==> config.mk <==
export PLATFORM = sky130hd
export DESIGN_NAME = spi_capture_ctrl_flat
export DESIGN_NICKNAME = d
export VERILOG_FILES = /design/src/rtl/spi_capture_ctrl_if.sv /design/src/rtl/spi_capture_ctrl.sv /design/src/flat_wrapper.sv
export SDC_FILE = /design/constraint.sdc
export NUM_CORES = 1
export LEC_CHECK = 0
export ABC_CLOCK_PERIOD_IN_PS = 2600
export BUFFER_PORTS_ARGS = -buffer_cell sky130_fd_sc_hd__buf_2
export CORE_MARGIN = 2
export CORE_UTILIZATION = 49
export CTS_BUF_LIST = sky130_fd_sc_hd__clkbuf_16
export DETAILED_ROUTE_END_ITERATION = 6
export PLACE_DENSITY = 0.81
export SLEW_MARGIN = 30
export SYNTH_ARGS = -nofsm -noshare
export SYNTH_HDL_FRONTEND = slang
export SYNTH_SLANG_ARGS = --single-unit
==> constraint.sdc <==
create_clock -name clk -period 2.6 [get_ports clk]
set_clock_uncertainty 0.2 [all_clocks]
set_input_delay 0.65 -clock clk [delete_from_list [all_inputs] [get_ports clk]]
set_output_delay 0.65 -clock clk [all_outputs]
set_load 0.05 [all_outputs]
==> src/rtl/spi_capture_ctrl_if.sv <==
// ---------------------------------------------------------------------------
// spi_capture_ctrl_if
//
// Bundles the SPI word interface, the controller's configuration outputs and
// the ADC capture FIFO handshake into one interface.
//
//   slave  : view used by spi_capture_ctrl (consumes rx words and FIFO status,
//            drives tx words, configuration and FIFO control).
//   master : view used by the environment (SPI slave core + FIFO).
//
// Signals
//   rx_valid, rx_data        one-cycle strobe with the received SPI word
//   tx_data                  registered word for the next SPI transfer
//   ch_sel, ch_sel_valid     selected ADC channel and its valid flag
//   sample_freq, sample_num  sample frequency word, points per capture
//   fifo_aclr, fifo_wr_en    FIFO clear and capture write enable
//   fifo_wr_count            FIFO used words (write side)
//   fifo_rd_data, fifo_rdempty, fifo_rdreq   show-ahead FIFO read port
//   busy, err_pulse          controller status
// ---------------------------------------------------------------------------
interface spi_capture_ctrl_if #(
    parameter int WORD_W = 16,
    parameter int NUM_CH = 4,
    parameter int FREQ_W = 32,
    parameter int CNT_W  = 13
);
    localparam int CH_W = (NUM_CH > 1) ? $clog2(NUM_CH) : 1;

    logic              rx_valid;
    logic [WORD_W-1:0] rx_data;
    logic [WORD_W-1:0] tx_data;
    logic [CH_W-1:0]   ch_sel;
    logic              ch_sel_valid;
    logic [FREQ_W-1:0] sample_freq;
    logic [15:0]       sample_num;
    logic              fifo_aclr;
    logic              fifo_wr_en;
    logic [CNT_W-1:0]  fifo_wr_count;
    logic [WORD_W-1:0] fifo_rd_data;
    logic              fifo_rdempty;
    logic              fifo_rdreq;
    logic              busy;
    logic              err_pulse;

    modport slave (
        input  rx_valid, rx_data, fifo_wr_count, fifo_rd_data, fifo_rdempty,
        output tx_data, ch_sel, ch_sel_valid, sample_freq, sample_num,
               fifo_aclr, fifo_wr_en, fifo_rdreq, busy, err_pulse
    );

    modport master (
        output rx_valid, rx_data, fifo_wr_count, fifo_rd_data, fifo_rdempty,
        input  tx_data, ch_sel, ch_sel_valid, sample_freq, sample_num,
               fifo_aclr, fifo_wr_en, fifo_rdreq, busy, err_pulse
    );
endinterface

==> src/rtl/spi_capture_ctrl.sv <==
// ---------------------------------------------------------------------------
// spi_capture_ctrl
//
// Command/readout controller between an SPI slave word interface and an
// N-channel ADC capture FIFO. Host packets select a channel, load the sample
// frequency word and the point count; a read transaction clears the FIFO,
// captures sample_num points, streams them out word by word and finishes
// with an end handshake. Any 0xDEAD word outside IDLE aborts.
//
// Ports
//   clk    system clock (SPI words arrive as single-cycle strobes)
//   rst_n  asynchronous active-low reset
//   bus    spi_capture_ctrl_if.slave (see interface file for signal list)
//
// Build option
//   CAPTURE_CHECKSUM_EN : when defined, a 16-bit sum of the popped words is
//   sent after the last data word and before the 0xDCBA tail marker.
// ---------------------------------------------------------------------------
module spi_capture_ctrl #(
    parameter int WORD_W         = 16,
    parameter int NUM_CH         = 4,
    parameter int FREQ_W         = 32,
    parameter int CNT_W          = 13,
    parameter int DEFAULT_POINTS = 512,
    parameter int CLR_CYC        = 4
) (
    input logic               clk,
    input logic               rst_n,
    spi_capture_ctrl_if.slave bus
);
    localparam int CH_W       = (NUM_CH > 1) ? $clog2(NUM_CH) : 1;
    localparam int FREQ_WORDS = FREQ_W / WORD_W;
    localparam int FC_W       = (FREQ_WORDS > 1) ? $clog2(FREQ_WORDS) : 1;
    localparam int CC_W       = (CLR_CYC > 1) ? $clog2(CLR_CYC) : 1;

    localparam logic [31:0] PTS_MAX  = (32'd1 << CNT_W) - 32'd1;
    localparam logic [31:0] NUM_CH_U = 32'(NUM_CH);

    localparam logic [WORD_W-1:0] C_OPEN     = WORD_W'(16'hAABB);
    localparam logic [WORD_W-1:0] C_CLOSE    = WORD_W'(16'hBBAA);
    localparam logic [WORD_W-1:0] C_READ     = WORD_W'(16'hCCDD);
    localparam logic [WORD_W-1:0] C_SEL      = WORD_W'(16'hCA01);
    localparam logic [WORD_W-1:0] C_FREQ     = WORD_W'(16'hCA02);
    localparam logic [WORD_W-1:0] C_PTS      = WORD_W'(16'hCA03);
    localparam logic [WORD_W-1:0] C_SEL_BASE = WORD_W'(16'hADC0);
    localparam logic [WORD_W-1:0] C_ABORT    = WORD_W'(16'hDEAD);
    localparam logic [WORD_W-1:0] C_WAIT     = WORD_W'(16'hABAD);
    localparam logic [WORD_W-1:0] C_READY    = WORD_W'(16'hABCD);
    localparam logic [WORD_W-1:0] C_END      = WORD_W'(16'hDCBA);
    localparam logic [WORD_W-1:0] C_ACK      = WORD_W'(16'hDCAB);

    typedef enum logic [3:0] {
        S_IDLE, S_CMD, S_SEL, S_FREQ, S_PTS, S_CLR, S_ARM, S_TX, S_TAIL
    } state_e;

    state_e            state_q, state_d;
    logic [WORD_W-1:0] tx_q, tx_d;
    logic [CH_W-1:0]   ch_sel_q, ch_sel_d;
    logic              ch_valid_q, ch_valid_d;
    logic [FREQ_W-1:0] freq_q, freq_d;
    logic [15:0]       num_q, num_d;
    logic [15:0]       remain_q, remain_d;
    logic [FC_W-1:0]   freq_cnt_q, freq_cnt_d;
    logic [CC_W-1:0]   clr_cnt_q, clr_cnt_d;
    logic              aclr_q, aclr_d;
    logic              wr_en_q, wr_en_d;
    logic              rdreq_q, rdreq_d;
    logic              err_q, err_d;
`ifdef CAPTURE_CHECKSUM_EN
    logic [15:0]       sum_q, sum_d;
    logic              sum_sent_q, sum_sent_d;
`endif

    // Offset of a select code from the channel base; codes below the base
    // wrap to large values and fail the range check.
    logic [WORD_W-1:0] sel_off;
    assign sel_off = bus.rx_data - C_SEL_BASE;

    logic rx_abort;
    assign rx_abort = bus.rx_valid && (bus.rx_data == C_ABORT);

    logic capture_done;
    assign capture_done = (32'(bus.fifo_wr_count) >= 32'(num_q));

    // NOTE: every register is written with <= so all of them sample the
    // pre-edge values together, independent of statement order.
    always_ff @(posedge clk or negedge rst_n) begin
        if (!rst_n) begin
            state_q    <= S_IDLE;
            tx_q       <= '0;
            ch_sel_q   <= '0;
            ch_valid_q <= 1'b0;
            freq_q     <= '0;
            num_q      <= 16'(DEFAULT_POINTS);
            remain_q   <= '0;
            freq_cnt_q <= '0;
            clr_cnt_q  <= '0;
            aclr_q     <= 1'b0;
            wr_en_q    <= 1'b0;
            rdreq_q    <= 1'b0;
            err_q      <= 1'b0;
`ifdef CAPTURE_CHECKSUM_EN
            sum_q      <= '0;
            sum_sent_q <= 1'b0;
`endif
        end else begin
            state_q    <= state_d;
            tx_q       <= tx_d;
            ch_sel_q   <= ch_sel_d;
            ch_valid_q <= ch_valid_d;
            freq_q     <= freq_d;
            num_q      <= num_d;
            remain_q   <= remain_d;
            freq_cnt_q <= freq_cnt_d;
            clr_cnt_q  <= clr_cnt_d;
            aclr_q     <= aclr_d;
            wr_en_q    <= wr_en_d;
            rdreq_q    <= rdreq_d;
            err_q      <= err_d;
`ifdef CAPTURE_CHECKSUM_EN
            sum_q      <= sum_d;
            sum_sent_q <= sum_sent_d;
`endif
        end
    end

    always_comb begin
        // NOTE: every signal gets a default before the case so no path can
        // leave one unassigned and infer a latch. Pulse outputs default low.
        state_d    = state_q;
        tx_d       = tx_q;
        ch_sel_d   = ch_sel_q;
        ch_valid_d = ch_valid_q;
        freq_d     = freq_q;
        num_d      = num_q;
        remain_d   = remain_q;
        freq_cnt_d = freq_cnt_q;
        clr_cnt_d  = clr_cnt_q;
        aclr_d     = 1'b0;
        wr_en_d    = 1'b0;
        rdreq_d    = 1'b0;
        err_d      = 1'b0;
`ifdef CAPTURE_CHECKSUM_EN
        sum_d      = sum_q;
        sum_sent_d = sum_sent_q;
`endif

        if (state_q != S_IDLE && rx_abort) begin
            // Abort outranks every other decode, including the ARM exit.
            state_d = S_IDLE;
            tx_d    = '0;
            aclr_d  = 1'b1;
        end else begin
            unique case (state_q)
                S_IDLE: begin
                    tx_d = '0;
                    if (bus.rx_valid) begin
                        if (bus.rx_data == C_OPEN) begin
                            state_d = S_CMD;
                        end else if (bus.rx_data == C_READ) begin
                            if (ch_valid_q) begin
                                state_d   = S_CLR;
                                tx_d      = C_WAIT;
                                aclr_d    = 1'b1;
                                clr_cnt_d = CC_W'(CLR_CYC - 1);
                            end else begin
                                err_d = 1'b1;
                            end
                        end
                    end
                end

                S_CMD: begin
                    if (bus.rx_valid) begin
                        if (bus.rx_data == C_SEL) begin
                            state_d = S_SEL;
                        end else if (bus.rx_data == C_FREQ) begin
                            state_d    = S_FREQ;
                            freq_cnt_d = FC_W'(FREQ_WORDS - 1);
                        end else if (bus.rx_data == C_PTS) begin
                            state_d = S_PTS;
                        end else if (bus.rx_data == C_CLOSE) begin
                            state_d = S_IDLE;
                        end else begin
                            err_d = 1'b1;
                        end
                    end
                end

                S_SEL: begin
                    if (bus.rx_valid) begin
                        state_d = S_CMD;
                        if (32'(sel_off) < NUM_CH_U) begin
                            ch_sel_d   = sel_off[CH_W-1:0];
                            ch_valid_d = 1'b1;
                        end else begin
                            err_d = 1'b1;
                        end
                    end
                end

                S_FREQ: begin
                    if (bus.rx_valid) begin
                        // MSW first; older bits fall off the top.
                        freq_d = (freq_q << WORD_W) | FREQ_W'(bus.rx_data);
                        if (freq_cnt_q == '0) begin
                            state_d = S_CMD;
                        end else begin
                            freq_cnt_d = freq_cnt_q - 1'b1;
                        end
                    end
                end

                S_PTS: begin
                    if (bus.rx_valid) begin
                        state_d = S_CMD;
                        if (bus.rx_data == '0) begin
                            err_d = 1'b1;
                        end else if (32'(bus.rx_data) > PTS_MAX) begin
                            num_d = 16'(PTS_MAX);
                        end else begin
                            num_d = 16'(bus.rx_data);
                        end
                    end
                end

                S_CLR: begin
                    if (clr_cnt_q == '0) begin
                        state_d = S_ARM;
                        wr_en_d = 1'b1;
                    end else begin
                        clr_cnt_d = clr_cnt_q - 1'b1;
                        aclr_d    = 1'b1;
                    end
                end

                S_ARM: begin
                    // Autonomous exit; any coincident word is dropped.
                    if (capture_done) begin
                        state_d  = S_TX;
                        tx_d     = C_READY;
                        remain_d = num_q;
`ifdef CAPTURE_CHECKSUM_EN
                        sum_d      = '0;
                        sum_sent_d = 1'b0;
`endif
                    end else begin
                        wr_en_d = 1'b1;
                    end
                end

                S_TX: begin
                    if (bus.rx_valid) begin
                        if (remain_q != '0) begin
                            remain_d = remain_q - 16'd1;
                            if (bus.fifo_rdempty) begin
                                tx_d  = '0;
                                err_d = 1'b1;
                            end else begin
                                tx_d    = bus.fifo_rd_data;
                                rdreq_d = 1'b1;
`ifdef CAPTURE_CHECKSUM_EN
                                sum_d = sum_q + 16'(bus.fifo_rd_data);
`endif
                            end
                        end else begin
`ifdef CAPTURE_CHECKSUM_EN
                            if (!sum_sent_q) begin
                                tx_d       = WORD_W'(sum_q);
                                sum_sent_d = 1'b1;
                            end else begin
                                tx_d    = C_END;
                                state_d = S_TAIL;
                            end
`else
                            tx_d    = C_END;
                            state_d = S_TAIL;
`endif
                        end
                    end
                end

                S_TAIL: begin
                    if (bus.rx_valid) begin
                        tx_d = '0;
                        if (bus.rx_data == C_ACK) begin
                            state_d    = S_IDLE;
                            aclr_d     = 1'b1;
                            ch_valid_d = 1'b0;
                        end
                    end
                end

                default: begin
                    state_d = S_IDLE;
                end
            endcase
        end
    end

    assign bus.tx_data      = tx_q;
    assign bus.ch_sel       = ch_sel_q;
    assign bus.ch_sel_valid = ch_valid_q;
    assign bus.sample_freq  = freq_q;
    assign bus.sample_num   = num_q;
    assign bus.fifo_aclr    = aclr_q;
    assign bus.fifo_wr_en   = wr_en_q;
    assign bus.fifo_rdreq   = rdreq_q;
    assign bus.err_pulse    = err_q;
    assign bus.busy         = (state_q != S_IDLE);

endmodule

==> src/flat_wrapper.sv <==
// flat-port wrapper written by rule: the top's interface ports become plain ports
module spi_capture_ctrl_flat 
#(
    parameter int WORD_W         = 16,
    parameter int NUM_CH         = 4,
    parameter int FREQ_W         = 32,
    parameter int CNT_W          = 13,
    parameter int DEFAULT_POINTS = 512,
    parameter int CLR_CYC        = 4
)
  (clk, rst_n, bus_rx_valid, bus_rx_data, bus_fifo_wr_count, bus_fifo_rd_data, bus_fifo_rdempty, bus_tx_data, bus_ch_sel, bus_ch_sel_valid, bus_sample_freq, bus_sample_num, bus_fifo_aclr, bus_fifo_wr_en, bus_fifo_rdreq, bus_busy, bus_err_pulse);
  spi_capture_ctrl_if #(.WORD_W(WORD_W), .NUM_CH(NUM_CH), .FREQ_W(FREQ_W), .CNT_W(CNT_W)) bus_i ();
  input logic clk;
  input logic rst_n;
  input wire logic [$bits(bus_i.rx_valid)-1:0] bus_rx_valid;
  input wire logic [$bits(bus_i.rx_data)-1:0] bus_rx_data;
  input wire logic [$bits(bus_i.fifo_wr_count)-1:0] bus_fifo_wr_count;
  input wire logic [$bits(bus_i.fifo_rd_data)-1:0] bus_fifo_rd_data;
  input wire logic [$bits(bus_i.fifo_rdempty)-1:0] bus_fifo_rdempty;
  output wire logic [$bits(bus_i.tx_data)-1:0] bus_tx_data;
  output wire logic [$bits(bus_i.ch_sel)-1:0] bus_ch_sel;
  output wire logic [$bits(bus_i.ch_sel_valid)-1:0] bus_ch_sel_valid;
  output wire logic [$bits(bus_i.sample_freq)-1:0] bus_sample_freq;
  output wire logic [$bits(bus_i.sample_num)-1:0] bus_sample_num;
  output wire logic [$bits(bus_i.fifo_aclr)-1:0] bus_fifo_aclr;
  output wire logic [$bits(bus_i.fifo_wr_en)-1:0] bus_fifo_wr_en;
  output wire logic [$bits(bus_i.fifo_rdreq)-1:0] bus_fifo_rdreq;
  output wire logic [$bits(bus_i.busy)-1:0] bus_busy;
  output wire logic [$bits(bus_i.err_pulse)-1:0] bus_err_pulse;
  assign bus_i.rx_valid = bus_rx_valid;
  assign bus_i.rx_data = bus_rx_data;
  assign bus_i.fifo_wr_count = bus_fifo_wr_count;
  assign bus_i.fifo_rd_data = bus_fifo_rd_data;
  assign bus_i.fifo_rdempty = bus_fifo_rdempty;
  assign bus_tx_data = bus_i.tx_data;
  assign bus_ch_sel = bus_i.ch_sel;
  assign bus_ch_sel_valid = bus_i.ch_sel_valid;
  assign bus_sample_freq = bus_i.sample_freq;
  assign bus_sample_num = bus_i.sample_num;
  assign bus_fifo_aclr = bus_i.fifo_aclr;
  assign bus_fifo_wr_en = bus_i.fifo_wr_en;
  assign bus_fifo_rdreq = bus_i.fifo_rdreq;
  assign bus_busy = bus_i.busy;
  assign bus_err_pulse = bus_i.err_pulse;
  spi_capture_ctrl #(.WORD_W(WORD_W), .NUM_CH(NUM_CH), .FREQ_W(FREQ_W), .CNT_W(CNT_W), .DEFAULT_POINTS(DEFAULT_POINTS), .CLR_CYC(CLR_CYC)) u_core (.clk(clk), .rst_n(rst_n), .bus(bus_i));
endmodule
Yosys cells after proc, flatten, opt, wreduce, memory -nomap -nowiden
Cells that the tools add are included.
{"block": "word_totals", "register_bits": 94, "latchBits": 0, "ram_bits": 0, "romBits": 0, "inputBits": 49, "output_inout_bits": 72, "wordCells": 180, "n_memories": 0}
{"block": "classes", "addsub": 4, "multipliers": 0, "n_div": 0, "magnitude_cmp": 3, "eq_ne": 46, "n_shift": 0, "muxes": 89, "bitwise": 3, "reduce_logical": 22}
{"operator": "16-bit two-way mux", "count": 14}
{"operator": "16-bit == test (second input constant)", "count": 8}
{"operator": "4-bit two-way mux", "count": 19}
{"operator": "16-bit case mux with 4 select lines", "count": 1}
{"operator": "1-bit two-way mux", "count": 42}
{"operator": "32-bit by 16-bit OR with 32-bit output", "count": 1}
{"operator": "16-bit case mux with 2 select lines", "count": 1}
{"operator": "4-bit case mux with 8 select lines", "count": 1}
{"operator": "2-bit != test (second input constant)", "count": 9}
{"operator": "3-bit by 2-bit != test with 1-bit output (second input constant)", "count": 6}
{"operator": "4-bit by 3-bit == test with 1-bit output (second input constant)", "count": 4}
{"operator": "13-bit by 16-bit >= comparator with 1-bit output", "count": 1}
{"operator": "16-bit by 13-bit > comparator with 1-bit output (second input constant)", "count": 1}
{"operator": "16-bit zero test", "count": 1}
{"operator": "16-bit by 3-bit less-than comparator with 1-bit output (second input constant)", "count": 1}
{"operator": "16-bit nonzero test", "count": 1}
{"operator": "16-bit by 1-bit subtractor with 16-bit output (second input constant)", "count": 1}
{"operator": "16-bit subtractor (second input constant)", "count": 1}
{"operator": "2-bit by 1-bit != test with 1-bit output (second input constant)", "count": 7}
{"operator": "14-bit AND reduction", "count": 1}
{"operator": "3-bit by 1-bit != test with 1-bit output (second input constant)", "count": 4}
{"operator": "4-bit AND reduction", "count": 3}
{"operator": "6-bit AND reduction", "count": 2}
{"operator": "2-bit two-way mux", "count": 5}
{"operator": "other kinds (23)", "count": 32}

Longest topological paths before layout
Gate-level depths: netlist of the first run.
{"block": "logic_depth", "depth_word": 8, "depth_mapped": 12, "ltp_nobuf": 9}

Worst setup path before layout of the first run
Ideal clock, no wire load.
{"block": "synth_timing", "path_type": "register -> register", "from": "reg u_core.num_q[12], in the netlist u_core.bus.sample_num[12]", "to": "reg u_core.remain_q[1]", "setup_time_ns": 0.129, "arrival_time_ns": 2.649, "required_ns": 2.271, "path_slack_ns": -0.378, "stages_incl_launch_ff": 13, "path_buffers": 3, "synth_period_minus_slack_ns": 2.978, "path_cell_list": "dfrtp_1 -> inv_1 -> ha_1 -> nand3_1 -> o211ai_1 -> o32ai_1 -> or2_0 -> clkbuf_1 -> or3_1 -> buf_6 -> buf_6 -> a211oi_1 -> a21oi_2"}
{"block": "synth_via", "elab_chain_cells": 3}
{"element": "start, declared", "line": "spi_capture_ctrl.sv:61", "source": "logic [15:0] num_q, num_d;"}
{"element": "start signal, assigned", "line": "spi_capture_ctrl.sv:94", "source": "num_q <= 16'(DEFAULT_POINTS);"}
{"element": "start signal, assigned", "line": "spi_capture_ctrl.sv:112", "source": "num_q <= num_d;"}
{"element": "13-bit by 16-bit >= comparator with 1-bit output", "line": "spi_capture_ctrl.sv:83", "source": "assign capture_done = (32'(bus.fifo_wr_count) >= 32'(num_q));"}
{"element": "2-bit by 1-bit != test with 1-bit output (no source line)"}
{"element": "5-bit AND reduction (no source line)"}
{"element": "end signal, assigned", "line": "spi_capture_ctrl.sv:113", "source": "remain_q <= remain_d;"}
{"element": "end, declared", "line": "spi_capture_ctrl.sv:62", "source": "logic [15:0] remain_q, remain_d;"}
Every way passes these cells.
A chain may end at the register's enable or synchronous reset.

Final worst setup path of the first run
{"block": "layout_timing", "from": "reg u_core.remain_q[1]", "to": "reg u_core.remain_q[0]"}
{"block": "layout_via", "elab_chain_cells": 3}
{"element": "16-bit nonzero test", "line": "spi_capture_ctrl.sv:254", "source": "if (remain_q != '0) begin"}
{"element": "2-bit by 1-bit != test with 1-bit output (no source line)"}
{"element": "5-bit AND reduction (no source line)"}
Every way passes these cells.

==> reports/metrics.cfg, run 1 <==
[worst_setup_path]
worstPathArrival_ns = 2.80
cp_max_fo = 8
r2r-start = u_core.remain_q[1]$_DFFE_PN0P_
worst_path_max_delay_cell = or4_4
critPathMaxStageDelay_ns = 0.52
path_cells = inv_2 > ha_4 > or4b_4 > or4_4 > nor2_4 > a221o_2 > or3_4 > nor3_1 > a211o_1
rrSetupSlack_ns = -0.16
reg2reg_to = u_core.remain_q[0]$_DFFE_PN0P_
path_class = reg -> reg
reg2reg_depth = 9
cp.required_ns = 2.64
end_kind = register
startpoint_type = register

[clock_tree]
cts_tree = yes
cts_made_buffers = 9
cts_max_path_buffers = 2
clockRootBuffer = clkbuf_16
cts.sinks = 94
cts_max_level = 3
clock_latency_ns = 0.35
ctsHoldBuffers = 0
clkTransAtPathRegs_ns = 0.07

[detailed_routing]
wire_per_inst_um = 18.0
vias = 5231
ant_nets = 0
first_pass_iters = 5
vias_per_cell = 5.81
drt-total-wl_um = 16200
first_iter_violations = 322
drcViolationCount = 0

[floorplanning]
start_util_pct = 50.1
die_h_um = 106
core-area_um2 = 10200
row_count = 37
num_io_pins = 121
die_area_um2 = 11300
die_w_um = 106

[sta]
rsz0062_at_grt = yes
fmax_mhz = 362
setup-violations-final = 16
drv_slew = 0
fin_setup_tns_ns = -1.37
fin_ws_ns = -0.163
min_period_over_period_pct = 106
hold_viol = 0
maxSlewHeadroom_pct = 35.3
worstMarginPinSlew_ns = 0.961
min_period_ns = 2.76

[power_and_ir_drop]
p_clk_share_pct = 17.1
switching_share_pct = 46.8
power_w = 0.00902
internal_power_w = 0.00480
pwr-share-comb_pct = 56.2
p_per_area_nw_per_um2 = 1220
leakage_nw = 3.71
vdd_drop_max_v = 0.00121
p_sw_w = 0.00422
pwr-share-seq_pct = 26.8

[synthesis]
ys_warn_count = 0
ys_ff_latch = 94
synth_nets = 590
postSynthAreaPerCell_um2 = 9.75
ys_seq_area_share_pct = 45.9
synthTopCellsByArea = dfrtp_1 45%, mux2_2 7.9%, o21ai_0 4.8%, ha_1 3.7%, a21oi_1 3.4%
syn_area_um2 = 5130
synth_area_leader_cell = dfrtp_1
synth_top_area_share_pct = 45.4
synthesis.instances = 526
async_flop_share_pct = 100
synth_edf_count = 0
ys_types = 73
synthFlopType = dfrtp_1

[job]
maxCapViolations = 0

[finish]
final_cell_area_um2 = 7390
drive_above_1_share_pct = 48.0
fin_nets = 824
n_antenna_cell = 0
synthToLayoutAreaGrowth_pct = 44.1

[grt]
grt_pass1_wl_um = 25300
grt_usage_pct = 28.6
grt_max_degree = 43
gr-total-overflow = 0
antenna_found_initial = 0
grt_pass1_vias = 5283

[placed_design]
place_area_um2 = 6750
io_buffers = 120
routabilityCongestion = 0.901
place_ws_ns = -0.493
dp_hpwl_um = 11600

[outcome]
violations = negative setup slack
status = finished, violations left

[min_path]
min_path_type = in -> async

[critical path, delay by kind of cell, from the launching register on]
| kind | cells | cell delay (ns) |
|---|---|---|
| AOI/OAI and AO/OA | 2 | 0.46 |
| and+or+nand+nor | 5 | 1.35 |
| adders and majority gates | 1 | 0.13 |
| buffers and inverters | 1 | 0.09 |
| DFF | 1 | 0.40 |
[cells by family after synthesis]
group                    Yosys count  share of synthesized area (%)
flip-flops                        94                           45.9
multiplexers                      46                           9.86
XOR/XNOR                           2                          0.342
adder cells (fa/ha/maj)           15                           3.66
buffers and inverters             65                           5.49
AO/OA/AOI/OAI                    140                           17.0
AND/OR/NAND/NOR                  164                           17.7
[area by class of cell]
type	instances	area, um2
clock buffers	9	225
clock inverters	7	120
fillers	707	2840
inverters	40	150
multi-input cells	367	2730
flip-flops and latches	94	2360
well taps	136	170
repair buffers	248	1630
[per-layer routing]
metal / GRT usage (%) / wire, um / up-vias
met5: 0 / 0 / -
met4: 13.7 / 592 / 0
met3: 6.32 / 1140 / 61
met2: 48.3 / 8110 / 235
met1: 34.6 / 6360 / 2563
li1: - / - / 2372
[repair_timing]
| action | CTS | global route |
|---|---|---|
| gates resized for setup | 10 | 52 |
| setup buffers | 4 | 6 |
| pin swaps | 9 | 23 |
| endpoints found under the setup margin | 24 | 38 |
[power by group through the flow]
stage               combinational [W]  clock (W)  sequential (W)
floorplan                     0.00168          0         0.00381
global placement              0.00460          0         0.00236
detailed placement            0.00472          0         0.00240
CTS                           0.00479    0.00156         0.00239
global route                  0.00536    0.00161         0.00248
finish                        0.00507    0.00154         0.00242
[worst max path at each step]
stage                                    startpoint                             end  slack, ns
2_1_floorplan  u_core.bus.sample_num[9]$_DFFE_PN1P_  u_core.remain_q[0]$_DFFE_PN0P_      -0.22
3_3_place_gp                   bus_fifo_wr_count[2]  u_core.remain_q[0]$_DFFE_PN0P_      -0.42
3_5_place_dp                  bus_fifo_wr_count[11]  u_core.remain_q[5]$_DFFE_PN0P_      -0.49
4_1_cts              u_core.remain_q[1]$_DFFE_PN0P_  u_core.remain_q[0]$_DFFE_PN0P_      -0.12
5_1_grt              u_core.remain_q[1]$_DFFE_PN0P_  u_core.remain_q[0]$_DFFE_PN0P_      -0.20
6_report             u_core.remain_q[1]$_DFFE_PN0P_  u_core.remain_q[0]$_DFFE_PN0P_      -0.16
[sequential cells by signal, indices dropped and copies added (netlist names), 2 cells and up]
name,count
u_core.clr_cnt_q,2
u_core.bus.tx_data,16
u_core.bus.sample_freq,32
u_core.bus.ch_sel,2
u_core.remain_q,16
u_core.state_q,4
u_core.bus.sample_num,16
[cell usage after synthesis, types with 3 or more instances]
master,count
a211oi_1,3
a21oi_1,35
a21oi_2,3
a22oi_1,4
a31oi_1,6
and3_1,5
and4b_1,3
buf_2,6
buf_6,3
clkbuf_1,14
dfrtp_1,93
ha_1,15
inv_1,40
mux2_2,36
mux2i_1,10
nand2_1,28
nand2b_1,3
nand3_1,8
nand4_1,6
nor2_1,43
nor2b_1,9
nor3_1,16
nor3b_1,4
nor4_1,6
nor4bb_1,3
o21ai_0,49
o21ai_1,5
o2bb2ai_1,9
or2_2,3
or3_1,4
[layout by cell type, fill, tap and decap left out, drive strengths merged, types with 9 or more instances in the layout]
cell type	netlist	routed
nand3	9	9
mux2i	10	10
nor2b	9	9
clkbuf	14	9
o2bb2ai	9	9
nand2	29	29
dfrtp	93	93
buf	11	248
ha	15	15
o21ai	54	54
inv	40	42
nor2	44	44
mux2	36	36
a21oi	38	38
nor3	16	16
[metrics by stage]
stage | hold WS [ns] | util (%) | std cells
finish | 0.00576 | 72.2 | 901
floorplan | 0.154 | - | 526
global route | 0.0202 | 72.2 | 901
global placement | 0.267 | 66.0 | 875
CTS | 0.0128 | 70.0 | 895
detailed placement | 0.270 | 66.0 | 875
Power figures use the tool's default switching activity.
==> run 2, diff against run 1 <==
ABC_CLOCK_PERIOD_IN_PS = 3300   (was 2600)
CORE_UTILIZATION = 58   (was 49)
PLACE_DENSITY = 0.89   (was 0.81)
clock period = 3.3 ns   (was 2.6 ns; I/O delays follow)
==> run 2 against run 1 <==
  * The run now ends clean
  * Register-to-register slack better by 0.42 ns
  * Clock-buffer cell count unchanged
  * Largest power group unchanged
  * Clock power down 31%
  * Highest routed layer unchanged
  * Core utilization down 0.22 points
  * Flip-flop and latch count unchanged
  * Non-clock buffer count down 108
  * Total power down 31%
  * Critical path depth up 2
  * Worst hold slack better by 0.26 ns
  * Wire length down 14%
  * First-iteration DRC count up 29%
==> reports/metrics.cfg, run 2 (synthesis gave the netlist of run 1 again) <==
[worst_setup_path]
end_kind = register
path_class = in -> reg
critPathBufInv = 3
worst_path_max_delay_cell = a2111oi_0
critPathMaxStageDelay_ns = 0.47
path_cells = buf_2 > ha_1 > a211oi_1 > o21ai_0 > a2111oi_0 > or2_0 > buf_4 > nand2_1 > nand2_2 > buf_4 > mux2i_1
rrSetupSlack_ns = 0.26
reg2reg_depth = 11
startpoint_type = input pin
cp_max_fo = 9
cp_common_cell = buf_4
r2r-start = u_core.bus.sample_num[2]$_DFFE_PN0P_
reg2reg_to = u_core.bus.tx_data[9]$_DFFE_PN0P_
cpLargestDelayFamily = compound AO/OA/AOI/OAI gates
worstPathArrival_ns = 3.18
cp.required_ns = 3.36

[clock_tree]
cts_max_level = 3
cts_tree = yes
cts_max_path_buffers = 2
clkTransAtPathRegs_ns = 0.07
clock_latency_ns = 0.34
clockRootBuffer = clkbuf_16
cts-resized-gates = 0
cts.sinks = 94
ctsHoldBuffers = 0
cts_made_buffers = 9
post-cts-setup-buffers = 0

[finish]
final_common_cell = buf_2
multi_input_area_um2 = 2500
num-fill-cells = 623
largest_reg_flops = 32
regArea_um2 = 2350
fin_nets = 716
layout_common_cells = 119 x buf_2, 93 x dfrtp_1, 49 x o21ai_0, 43 x nor2_1, 40 x inv_1
drive_above_1_share_pct = 32.1
n_antenna_cell = 0
synthToLayoutAreaGrowth_pct = 21.3

[job]
maxCapViolations = 0

[sta]
drv_slew = 0
rsz0062_at_grt = no
maxSlewHeadroom_pct = 55.5
min_period_over_period_pct = 94.4
fin_ws_ns = 0.185
hold_viol = 0
min_period_ns = 3.12
fmax_mhz = 321
setup-violations-final = 0
worstMarginPinSlew_ns = 0.668

[min_path]
min_path_type = in -> async

[floorplanning]
core-area_um2 = 8640
start_util_pct = 59.4
die_area_um2 = 9610
die_h_um = 98.0
die_w_um = 98.0
row_count = 34
num_io_pins = 121

[detailed_routing]
vias_per_cell = 6.22
ant_nets = 0
first_pass_iters = 5
first_iter_violations = 414
wire_per_inst_um = 18.3
drt-total-wl_um = 14000
drcViolationCount = 0
vias = 4760

[grt]
antenna_found_initial = 0
grt_pass1_vias = 4818
grt_max_degree = 49
gr-total-overflow = 0
grt_pass1_wl_um = 23200
grt_usage_pct = 29.7

[power_and_ir_drop]
leakage_nw = 3.09
power_w = 0.00621
vdd_drop_max_v = 0.000825
p_per_area_nw_per_um2 = 998

[placed_design]
place_ws_ns = -0.0667
dp_hpwl_um = 10000
routabilityCongestion = 0.912
io_buffers = 120

[outcome]
status = completed

==> run 2: changes by cell type in the layout (fill, tap and decap cells not counted), sizes merged <==
cell | previous run | this run
buf | 248 | 140
clkinv | 1 | 2
bufinv | 3 | 1
inv | 42 | 44
clkinvlp | 1 | 0
==> run 2: final cells by class <==
| type | count | area share, % |
|---|---|---|
| inverters | 40 | 2.42 |
| well taps | 108 | 2.17 |
| clock inverters | 7 | 1.25 |
| clock buffers | 9 | 3.62 |
| repair buffers | 140 | 12.5 |
| flip-flops and latches | 94 | 37.9 |
| multi-input cells | 367 | 40.2 |
==> run 2: routing by layer <==
metal	track usage (%)	part of all wire, %
met1	39.0	41
met2	48.9	48
met3	6.08	7.9
met4	11.0	2.8
met5	0	0
==> run 2: where the power goes <==
part           internal (W)  switching, W  total [W]
clock              0.000597      0.000470    0.00107
combinational      0.000957       0.00220    0.00316
sequential          0.00158      0.000393    0.00198
==> run 2: stage by stage <==
stage	utilization, %	cell area [um2]	setup TNS [ns]	hold WS (ns)	cells
5_1_grt	72.0	6220	0	0.323	765
2_1_floorplan	-	5130	0	0.248	526
3_5_place_dp	68.4	5910	-0.561	0.278	749
3_3_place_gp	68.4	5910	0	0.264	749
4_1_cts	71.9	6210	0	0.287	765
6_report	72.0	6220	0	0.270	765
==> run 2: how the worst max path moves through the flow <==
stage	slack (ns)	cells after the start	to	startpoint
final	0.18	11	u_core.bus.tx_data[9]$_DFFE_PN0P_	bus_fifo_wr_count[2]
after global routing	0.03	8	u_core.bus.tx_data[1]$_DFFE_PN0P_	u_core.remain_q[1]$_DFFE_PN0P_
after CTS	0.08	8	u_core.bus.tx_data[1]$_DFFE_PN0P_	u_core.remain_q[0]$_DFFE_PN0P_
after detailed placement	-0.07	11	u_core.bus.tx_data[9]$_DFFE_PN0P_	bus_fifo_wr_count[2]
after global placement	0.02	10	u_core.bus.tx_data[6]$_DFFE_PN0P_	bus_fifo_wr_count[2]
after floorplan	0.27	11	u_core.remain_q[1]$_DFFE_PN0P_	bus_fifo_wr_count[12]
